File: src/rtl/ecap5_dproc_pkg.sv
// Shared definitions for the interrupt controller: register map, CLAIM word layout and the
// Wishbone byte-lane helper.
package ecap5_dproc_pkg;

  // Register select, decoded from wb_adr_i[3:2] (byte offsets 0x0, 0x4, 0x8, 0xC).
  typedef enum logic [1:0] {
    RegPending = 2'h0,
    RegEnable  = 2'h1,
    RegEdge    = 2'h2,
    RegClaim   = 2'h3
  } irq_reg_e;

  localparam int unsigned ClaimValidBit = 31;
  localparam int unsigned ClaimIdWidth  = 5;

  function automatic logic [31:0] lane_mask(input logic [3:0] sel);
    logic [31:0] m;
    m = '0;
    for (int b = 0; b < 4; b++) begin
      m[8*b +: 8] = {8{sel[b]}};
    end
    return m;
  endfunction

endpackage

File: src/rtl/irq_ctrl_if.sv
// Wishbone B4 pipelined bus between a master and the interrupt controller.
interface irq_ctrl_if;
  logic [31:0] wb_adr_i;
  logic [31:0] wb_dat_i;
  logic [31:0] wb_dat_o;
  logic [3:0]  wb_sel_i;
  logic        wb_we_i;
  logic        wb_stb_i;
  logic        wb_cyc_i;
  logic        wb_ack_o;
  logic        wb_stall_o;

  modport master (
    output wb_adr_i, wb_dat_i, wb_sel_i, wb_we_i, wb_stb_i, wb_cyc_i,
    input  wb_dat_o, wb_ack_o, wb_stall_o
  );

  modport slave (
    input  wb_adr_i, wb_dat_i, wb_sel_i, wb_we_i, wb_stb_i, wb_cyc_i,
    output wb_dat_o, wb_ack_o, wb_stall_o
  );
endinterface

File: src/rtl/irq_sync.sv
// Two-flop synchronizer for one asynchronous interrupt line, plus a delayed copy so a
// synchronized rising edge can be detected.
module irq_sync (
  input  logic clk_i,
  input  logic rst_i,
  input  logic src_i,
  output logic level_o,
  output logic rise_o
);

  logic meta_q, sync_q, dly_q;

  always_ff @(posedge clk_i or posedge rst_i) begin
    if (rst_i) begin
      meta_q <= 1'b0;
      sync_q <= 1'b0;
      dly_q  <= 1'b0;
    end else begin
      meta_q <= src_i;
      sync_q <= meta_q;
      dly_q  <= sync_q;
    end
  end

  assign level_o = sync_q;
  assign rise_o  = sync_q & ~dly_q;

endmodule

File: src/rtl/irq_ctrl.sv
// Interrupt controller: per-source enable/edge configuration, pending tracking, lowest-index
// CLAIM with auto-clear for edge sources, and a registered request to the core.
module irq_ctrl
  import ecap5_dproc_pkg::*;
#(
  parameter int unsigned NB_SOURCES = 16
) (
  input  logic                  clk_i,
  input  logic                  rst_i,
  input  logic [NB_SOURCES-1:0] irq_src_i,
  output logic                  irq_o,
  irq_ctrl_if.slave             wb
);

  logic [NB_SOURCES-1:0] level, rise;
  logic [NB_SOURCES-1:0] pend_q, pend_d, en_q, en_d, edge_mode_q, edge_mode_d;
  logic [NB_SOURCES-1:0] w1c, claim_clr;
  logic                  req, wr, rd, claim_rd, claim_valid;
  logic [ClaimIdWidth-1:0] claim_id;
  irq_reg_e              reg_sel;
  logic [31:0]           mask, rdata, dat_q;
  logic                  ack_q, irq_q;
  logic                  unused_adr;

  for (genvar i = 0; i < NB_SOURCES; i++) begin : g_sync
    irq_sync u_sync (
      .clk_i   (clk_i),
      .rst_i   (rst_i),
      .src_i   (irq_src_i[i]),
      .level_o (level[i]),
      .rise_o  (rise[i])
    );
  end

  assign req        = wb.wb_cyc_i & wb.wb_stb_i;
  assign wr         = req & wb.wb_we_i;
  assign rd         = req & ~wb.wb_we_i;
  assign reg_sel    = irq_reg_e'(wb.wb_adr_i[3:2]);
  assign mask       = lane_mask(wb.wb_sel_i);
  assign unused_adr = ^{wb.wb_adr_i[31:4], wb.wb_adr_i[1:0]};

  // Lowest enabled pending index wins; scan downward so the last hit is the lowest.
  always_comb begin
    claim_valid = 1'b0;
    claim_id    = '0;
    for (int i = int'(NB_SOURCES) - 1; i >= 0; i--) begin
      if (pend_q[i] & en_q[i]) begin
        claim_valid = 1'b1;
        claim_id    = ClaimIdWidth'(i);
      end
    end
  end

  assign claim_rd = rd & (reg_sel == RegClaim) & claim_valid;

  always_comb begin
    en_d        = en_q;
    edge_mode_d = edge_mode_q;
    w1c         = '0;
    claim_clr   = '0;
    if (wr) begin
      unique case (reg_sel)
        RegPending: w1c = NB_SOURCES'(wb.wb_dat_i & mask);
        RegEnable:  en_d = NB_SOURCES'((32'(en_q) & ~mask) | (wb.wb_dat_i & mask));
        RegEdge:    edge_mode_d = NB_SOURCES'((32'(edge_mode_q) & ~mask) | (wb.wb_dat_i & mask));
        RegClaim:   ;
      endcase
    end
    for (int i = 0; i < int'(NB_SOURCES); i++) begin
      claim_clr[i] = claim_rd & (claim_id == ClaimIdWidth'(i));
    end
    // A new edge wins over any clear landing in the same cycle; level sources ignore clears.
    pend_d = (edge_mode_q & ((pend_q & ~(w1c | claim_clr)) | rise)) | (~edge_mode_q & level);
  end

  always_comb begin
    rdata = '0;
    unique case (reg_sel)
      RegPending: rdata = 32'(pend_q);
      RegEnable:  rdata = 32'(en_q);
      RegEdge:    rdata = 32'(edge_mode_q);
      RegClaim: begin
        rdata[ClaimValidBit]       = claim_valid;
        rdata[ClaimIdWidth-1:0]    = claim_id;
      end
    endcase
  end

  always_ff @(posedge clk_i or posedge rst_i) begin
    if (rst_i) begin
      pend_q      <= '0;
      en_q        <= '0;
      edge_mode_q <= '0;
      ack_q       <= 1'b0;
      dat_q       <= '0;
      irq_q       <= 1'b0;
    end else begin
      pend_q      <= pend_d;
      en_q        <= en_d;
      edge_mode_q <= edge_mode_d;
      ack_q       <= req;
      dat_q       <= rd ? rdata : '0;
      irq_q       <= |(pend_q & en_q);
    end
  end

  assign irq_o         = irq_q;
  assign wb.wb_ack_o   = ack_q;
  assign wb.wb_dat_o   = dat_q;
  assign wb.wb_stall_o = 1'b0;

endmodule

File: src/flat_wrapper.sv
// flat-port wrapper written by rule: the top's interface ports become plain ports
module irq_ctrl_flat import ecap5_dproc_pkg::*;
#(
  parameter int unsigned NB_SOURCES = 16
)
  (clk_i, rst_i, irq_src_i, irq_o, wb_wb_adr_i, wb_wb_dat_i, wb_wb_sel_i, wb_wb_we_i, wb_wb_stb_i, wb_wb_cyc_i, wb_wb_dat_o, wb_wb_ack_o, wb_wb_stall_o);
  irq_ctrl_if wb_i ();
  input  logic clk_i;
  input  logic rst_i;
  input  logic [NB_SOURCES-1:0] irq_src_i;
  output logic irq_o;
  input wire logic [$bits(wb_i.wb_adr_i)-1:0] wb_wb_adr_i;
  input wire logic [$bits(wb_i.wb_dat_i)-1:0] wb_wb_dat_i;
  input wire logic [$bits(wb_i.wb_sel_i)-1:0] wb_wb_sel_i;
  input wire logic [$bits(wb_i.wb_we_i)-1:0] wb_wb_we_i;
  input wire logic [$bits(wb_i.wb_stb_i)-1:0] wb_wb_stb_i;
  input wire logic [$bits(wb_i.wb_cyc_i)-1:0] wb_wb_cyc_i;
  output wire logic [$bits(wb_i.wb_dat_o)-1:0] wb_wb_dat_o;
  output wire logic [$bits(wb_i.wb_ack_o)-1:0] wb_wb_ack_o;
  output wire logic [$bits(wb_i.wb_stall_o)-1:0] wb_wb_stall_o;
  assign wb_i.wb_adr_i = wb_wb_adr_i;
  assign wb_i.wb_dat_i = wb_wb_dat_i;
  assign wb_i.wb_sel_i = wb_wb_sel_i;
  assign wb_i.wb_we_i = wb_wb_we_i;
  assign wb_i.wb_stb_i = wb_wb_stb_i;
  assign wb_i.wb_cyc_i = wb_wb_cyc_i;
  assign wb_wb_dat_o = wb_i.wb_dat_o;
  assign wb_wb_ack_o = wb_i.wb_ack_o;
  assign wb_wb_stall_o = wb_i.wb_stall_o;
  irq_ctrl #(.NB_SOURCES(NB_SOURCES)) u_core (.clk_i(clk_i), .rst_i(rst_i), .irq_src_i(irq_src_i), .irq_o(irq_o), .wb(wb_i));
endmodule
File: config.mk
export PLATFORM = sky130hd
export DESIGN_NAME = irq_ctrl_flat
export DESIGN_NICKNAME = d
export VERILOG_FILES = /design/src/rtl/ecap5_dproc_pkg.sv /design/src/rtl/irq_ctrl_if.sv /design/src/rtl/irq_sync.sv /design/src/rtl/irq_ctrl.sv /design/src/flat_wrapper.sv
export SDC_FILE = /design/constraint.sdc
export NUM_CORES = 1
export LEC_CHECK = 0
export CAP_MARGIN = 30
export CORE_MARGIN = 4
export CORE_UTILIZATION = 28
export DETAILED_ROUTE_END_ITERATION = 10
export GPL_TIMING_DRIVEN = 0
export PLACE_DENSITY_LB_ADDON = 0.15
export SLEW_MARGIN = 5
export SYNTH_ARGS = -nofsm -noshare
export SYNTH_HDL_FRONTEND = slang
export SYNTH_SLANG_ARGS = --single-unit
File: constraint.sdc
create_clock -name clk_i -period 4.9 [get_ports clk_i]
set_input_delay 0.98 -clock clk_i [delete_from_list [all_inputs] [get_ports clk_i]]
set_output_delay 0.98 -clock clk_i [all_outputs]
set_load 0.02 [all_outputs]
==> impl_metrics.py, run 1 <==
metrics = {
    "floorplan": {
        "rows": 46,
        "io_pins": 124,
        "die_h_um": 136,
        "start_util_pct": 28.8,
        "fp.dieW_um": 136,
        "dieArea_um2": 18600,
        "core-area_um2": 16000,
    },
    "global_routing": {
        "grtUsageTotal_pct": 12.9,
        "grt_max_degree": 66,
        "met2_usage_pct": 19.2,
        "grt.overflow.total": 0,
        "first_global_vias": 3267,
        "met3_usage_pct": 3.74,
        "grtUsageMet1_pct": 16.9,
        "grt_antenna_before_repair": 0,
        "grt_pass1_wl_um": 17800,
        "top_usage_layer": "met2",
    },
    "yosys": {
        "synth_seq_cells": 115,
        "seq_area_frac_synth_pct": 62.4,
        "yosysWarnings": 0,
        "synth-async-reset-ratio_pct": 100,
        "yosys.area.top_type_share_pct": 62.4,
        "yosys.area.top_type": "dfrtp_1",
        "synthTopCellsByCount": "dfrtp_1, nand2_1, mux2_2",
        "synth_cell_type_count": 39,
        "ys.flop_type": "dfrtp_1",
        "synth_area_leaders": "dfrtp_1, mux2_2, nand2_1, mux2i_1, buf_4",
        "synth_edf_count": 0,
        "synth_area_um2": 4610,
        "syn_inst": 379,
        "avgSynthCellArea_um2": 12.2,
        "yosysMostFrequentCell": "dfrtp_1",
    },
    "timing": {
        "fin_setup_tns_ns": 0,
        "fmax_mhz": 354,
        "setup_violations": 0,
        "worst_slew_pin_slew_ns": 0.704,
        "maxSlewHeadroom_pct": 52.7,
        "grt_setup_unrepaired": "no",
        "slew_viol_final": 0,
        "period_share_pct": 57.6,
        "min_period_ns": 2.82,
        "clock_skew_ns": 0.00498,
        "hold_violations": 0,
    },
    "route": {
        "routedWlPerCell_um": 15.9,
        "drtIter0Drc": 214,
        "viasPerCell": 4.50,
        "final_antenna_net_count": 0,
        "drc_errors": 0,
        "vias": 3161,
        "firstDrtPassIters": 4,
        "finalWirelength_um": 11200,
    },
    "power_and_ir_drop": {
        "p_comb_share_pct": 15.5,
        "p_sw_mw": 0.712,
        "internal_power_mw": 2.01,
        "seqPwrFrac_pct": 42.0,
        "swShare_pct": 26.1,
        "ir_drop_mv": 0.221,
        "powerDensity_nw_per_um2": 445,
        "leakage_nw": 2.70,
        "p_clk_share_pct": 42.6,
    },
    "cts": {
        "hold_buffers": 0,
        "path_clk_slew_ns": 0.05,
        "cts_setup_buffers": 0,
        "clk_path_buf_depth": 2,
        "cts_tree": "built",
        "cts_sinks": 115,
        "clock_latency_ns": 0.41,
        "ctsResizeCount": 0,
        "htree_levels": 4,
        "clockRootBuffer": "clkbuf_16",
        "cts_buffers": 17,
    },
    "place": {
        "place.detailed.hpwl_um": 7820,
        "numPortBuffers": 59,
        "dpl_cell_area_um2": 5560,
        "routabilityCongestion": 0.865,
    },
    "layout": {
        "area_growth_pct": 32.8,
        "fin_util_pct": 38.3,
        "drive_gt1_share_pct": 17.7,
        "regArea_um2": 2880,
        "postLayoutCellArea_um2": 6130,
        "diodes": 0,
        "fillers": 1574,
        "multi_input_area_um2": 1630,
        "finish.net_count": 562,
    },
    "job": {
        "drv_cap": 0,
    },
    "critical_path": {
        "start_kind": "primary input",
        "worst-setup-path-type": "primary input to flip-flop",
        "cp_max_fo": 10,
        "crit_path_end_kind": "flip-flop",
        "critPathArrivalTime_ns": 3.08,
        "cp_data_required_time_ns": 5.15,
    },
    "min_path": {
        "worstHoldPathType": "flip-flop to flip-flop",
    },
    "status": {
        "outcome": "finished, final reports clean",
    },
}
-- area by class of cell --
cell class | instances | share of cell area (%)
multi-input combinational | 253 | 26.7
inverter | 2 | 0.204
timing repair buffer | 60 | 10.1
clock buffer | 28 | 8.44
sequential | 115 | 47.0
tap | 216 | 4.41
clock inverter | 4 | 0.735
buffer | 24 | 2.49
-- cells in the final DEF, fill, tap and decap left out, drive strengths merged, types with 2 or more instances in the layout --
cell type	instances
and2	7
a31oi	14
a22oi	5
and3	4
a32oi	13
nand3	8
conb	16
nand2b	2
nor3	4
mux2	33
a22o	5
inv	2
nor2b	4
and2b	2
o211ai	2
nand2	66
mux4	3
nor2	26
buf	19
a21oi	15
clkdlybuf4s50	59
clkinv	3
dfrtp	115
clkbuf	34
mux2i	12
-- logic make-up (layout without fill, tap and decap cells) --
logic type,after synthesis,count (layout),synth area share (%)
simple gates,126,126,12.1
compound gates,63,63,9.82
flops,115,115,62.4
other cells,1,16,0.0813
mux,48,48,12.1
buf+inv,26,118,3.47
-- worst paths after layout --
| check | startpoint | slack, ns | cells past startpoint | endpoint |
|---|---|---|---|---|
| max | wb_wb_adr_i[2] | 2.08 | 5 | u_core.pend_q[13]$_DFF_PP0_ |
| min | u_core.g_sync[15].u_sync.meta_q$_DFF_PP0_ | 0.34 | 0 | u_core.g_sync[15].u_sync.level_o$_DFF_PP0_ |
| max in group asynchronous | rst_i | 3.24 | 3 | u_core.wb.wb_dat_o[3]$_DFF_PP0_ |
| min reg2reg | u_core.g_sync[15].u_sync.meta_q$_DFF_PP0_ | 0.34 | 0 | u_core.g_sync[15].u_sync.level_o$_DFF_PP0_ |
| min in group asynchronous | rst_i | 0.98 | 2 | u_core.g_sync[7].u_sync.meta_q$_DFF_PP0_ |
| max reg2reg | u_core.pend_q[9]$_DFF_PP0_ | 2.72 | 6 | u_core.pend_q[15]$_DFF_PP0_ |
-- layer usage --
| metal | wire length (um) | up-vias |
|---|---|---|
| met5 | 0 | - |
| met3 | 642 | 28 |
| met4 | 331 | 0 |
| li1 | - | 1511 |
| met2 | 5080 | 101 |
| met1 | 5140 | 1521 |
-- power by group through the flow --
stage / Sequential (mW) / Clock [mW] / Combinational [mW]
after floorplan: 1.14 / 0 / 0.278
after global placement: 1.15 / 0 / 0.417
after detailed placement: 1.16 / 0 / 0.425
after CTS: 1.14 / 1.19 / 0.427
after global routing: 1.16 / 1.24 / 0.465
final: 1.14 / 1.16 / 0.421
-- stage by stage --
step           hold WS (ns)  std cells  setup WS, ns  total power, mW
6_report              0.344        702          2.08             2.72
5_1_grt               0.350        702          1.90             2.86
4_1_cts               0.346        702          2.03             2.76
3_5_place_dp          0.335        670          1.61             1.58
3_3_place_gp          0.334        669        -0.866             1.57
2_1_floorplan         0.331        394         0.876             1.42
-- worst max-delay path, cell delays in order --
cell             delay [ns]
clkdlybuf4s50_1        0.61
clkbuf_1               0.41
nand3_1                0.26
nor3_1                 0.64
a31oi_1                0.17
Power figures use the tool's default switching activity.
==> inputs of run 2 (changes only) <==
==> constraint.sdc (replaced) <==
create_clock -name clk_i -period 2.61 [get_ports clk_i]
set_input_delay 0.522 -clock clk_i [delete_from_list [all_inputs] [get_ports clk_i]]
set_output_delay 0.522 -clock clk_i [all_outputs]
set_load 0.02 [all_outputs]
==> run 2 against run 1 <==
- hold slack got worse by 0.0010 ns
- cell area up 0.41%
- critical path type unchanged
- count of clock-buffer cells in the layout fell by 3
- clock skew rose by 0.0017 ns
- clock power increased by 86%
- largest power group unchanged
- die area stayed put
- non-clock buffer count is 2 higher
==> impl_metrics.py, run 2 (same netlist as run 1, synthesis figures left out) <==
metrics = {
    "critical_path": {
        "start_kind": "primary input",
        "worst-setup-path-type": "primary input to flip-flop",
        "crit_chain": "clkdlybuf4s50_1, clkbuf_1, nand3_1, nor3_1, a31oi_1",
        "cp_max_fo": 10,
        "critPathTopFamily": "buffers and inverters",
        "crit_buf_inv": 2,
        "cp_data_required_time_ns": 2.86,
        "crit_path_end_kind": "flip-flop",
        "crit_path_top_delay_cell": "nor3_1",
        "critPathArrivalTime_ns": 2.62,
        "critical_path.max_stage_delay_ns": 0.62,
    },
    "timing": {
        "worst_slew_pin_slew_ns": 0.676,
        "min_period_ns": 2.36,
        "slew_viol_final": 0,
        "grt_setup_unrepaired": "no",
        "setup_violations": 0,
        "period_share_pct": 90.5,
        "maxSlewHeadroom_pct": 54.6,
        "fmax_mhz": 423,
        "clock_skew_ns": 0.00667,
        "hold_violations": 0,
    },
    "global_routing": {
        "grt.overflow.total": 0,
        "first_global_vias": 3350,
        "grt_max_degree": 38,
        "met3_usage_pct": 4.18,
        "grtUsageTotal_pct": 13.1,
        "grt_pass1_wl_um": 18300,
        "grtUsageMet1_pct": 16.8,
        "top_usage_layer": "met2",
        "met2_usage_pct": 19.8,
        "grt_antenna_before_repair": 0,
    },
    "status": {
        "outcome": "finished, final reports clean",
    },
    "power_and_ir_drop": {
        "powerDensity_nw_per_um2": 829,
        "seqPwrFrac_pct": 42.1,
        "p_comb_share_pct": 15.6,
        "p_clk_share_pct": 42.4,
        "ir_drop_mv": 0.452,
        "p_sw_mw": 1.33,
        "leakage_nw": 2.71,
        "internal_power_mw": 3.77,
        "fin_total_pwr_mw": 5.10,
        "swShare_pct": 26.1,
    },
    "floorplan": {
        "fp.dieW_um": 136,
        "io_pins": 124,
        "start_util_pct": 28.8,
        "dieArea_um2": 18600,
        "die_h_um": 136,
        "rows": 46,
        "core-area_um2": 16000,
    },
    "layout": {
        "diodes": 0,
        "area_growth_pct": 33.3,
        "most-common-layout-cells": "dfrtp_1, nand2_1, clkdlybuf4s50_1, mux2_2, nor2_1",
        "final_common_cell": "dfrtp_1",
        "fin_util_pct": 38.4,
        "postLayoutCellArea_um2": 6150,
        "regArea_um2": 2880,
        "drive_gt1_share_pct": 18.3,
        "multi_input_area_um2": 1630,
        "finish.net_count": 564,
        "fillers": 1575,
    },
    "place": {
        "routabilityCongestion": 0.849,
        "place.detailed.hpwl_um": 8050,
        "numPortBuffers": 59,
        "dpl_cell_area_um2": 5600,
    },
    "min_path": {
        "worstHoldPathType": "flip-flop to flip-flop",
    },
    "route": {
        "firstDrtPassIters": 4,
        "drtIter0Drc": 209,
        "vias": 3134,
        "drc_errors": 0,
        "routedWlPerCell_um": 15.8,
        "final_antenna_net_count": 0,
        "finalWirelength_um": 11100,
        "viasPerCell": 4.46,
    },
    "cts": {
        "clockRootBuffer": "clkbuf_16",
        "cts_sinks": 115,
        "path_clk_slew_ns": 0.05,
        "htree_levels": 4,
        "cts_setup_buffers": 0,
        "clk_path_buf_depth": 2,
        "ctsResizeCount": 0,
        "cts_buffers": 17,
        "clock_latency_ns": 0.41,
        "cts_tree": "built",
        "hold_buffers": 0,
    },
    "job": {
        "drv_cap": 0,
    },
}
run 2: cell count changes in the layout (fill, tap and decap cells not counted):
cell / delta
buf_16: -1
clkbuf_1: -3
buf_12: +3
clkinvlp_4: +1
clkinv_2: +1
inv_6: -1
run 2: final cells by class:
| class | instances | share of cell area, % |
|---|---|---|
| well taps | 216 | 4.39 |
| clock inverters | 5 | 0.814 |
| inverters | 2 | 0.183 |
| flip-flops and latches | 115 | 46.8 |
| multi-input cells | 253 | 26.5 |
| clock buffers | 25 | 8.22 |
| plain buffers | 24 | 2.48 |
| repair buffers | 62 | 10.6 |
run 2: final timing paths:
kind / endpoint / slack (ns) / from / depth (start not counted)
min: u_core.g_sync[1].u_sync.level_o$_DFF_PP0_ / 0.34 / u_core.g_sync[1].u_sync.meta_q$_DFF_PP0_ / 0
max in group asynchronous: u_core.wb.wb_dat_o[12]$_DFF_PP0_ / 1.46 / rst_i / 4
max reg2reg: u_core.pend_q[12]$_DFF_PP0_ / 0.45 / u_core.pend_q[11]$_DFF_PP0_ / 6
max: u_core.pend_q[13]$_DFF_PP0_ / 0.25 / wb_wb_adr_i[2] / 5
min in group asynchronous: u_core.g_sync[4].u_sync.meta_q$_DFF_PP0_ / 0.43 / rst_i / 2
min reg2reg: u_core.g_sync[1].u_sync.level_o$_DFF_PP0_ / 0.34 / u_core.g_sync[1].u_sync.meta_q$_DFF_PP0_ / 0
run 2: layer usage:
layer	part of all wire [%]	routed length, um
met1	44	4860
met3	7.2	802
met4	2.4	266
met2	47	5180
met5	0	0
run 2: worst reg2reg max path, cell delays in order, from the launching register on:
cell and delay, ns:
dfrtp_1 0.42, a22o_1 0.26, a31oi_1 0.22, o211ai_1 0.17, a32oi_2 0.45, nor2b_1 0.36, a31oi_1 0.13
run 2: stage by stage:
| step | hold WS [ns] | setup TNS (ns) | instances | worst slack [ns] |
|---|---|---|---|---|
| 2_1_floorplan | 0.331 | 0 | 394 | 0.689 |
| 3_3_place_gp | 0.333 | -52.18 | 669 | -0.449 |
| 3_5_place_dp | 0.335 | -1.50 | 672 | -0.216 |
| 4_1_cts | 0.344 | 0 | 702 | 0.212 |
| 5_1_grt | 0.350 | 0 | 702 | 0.101 |
| 6_report | 0.343 | 0 | 702 | 0.247 |
run 2: power by group through the flow:
| stage | Clock [mW] | Sequential, mW | Combinational (mW) |
|---|---|---|---|
| floorplan | 0 | 2.14 | 0.523 |
| finish | 2.16 | 2.15 | 0.794 |
| CTS | 2.22 | 2.15 | 0.807 |
| detailed placement | 0 | 2.17 | 0.802 |
| global route | 2.30 | 2.18 | 0.883 |
| global placement | 0 | 2.17 | 0.784 |
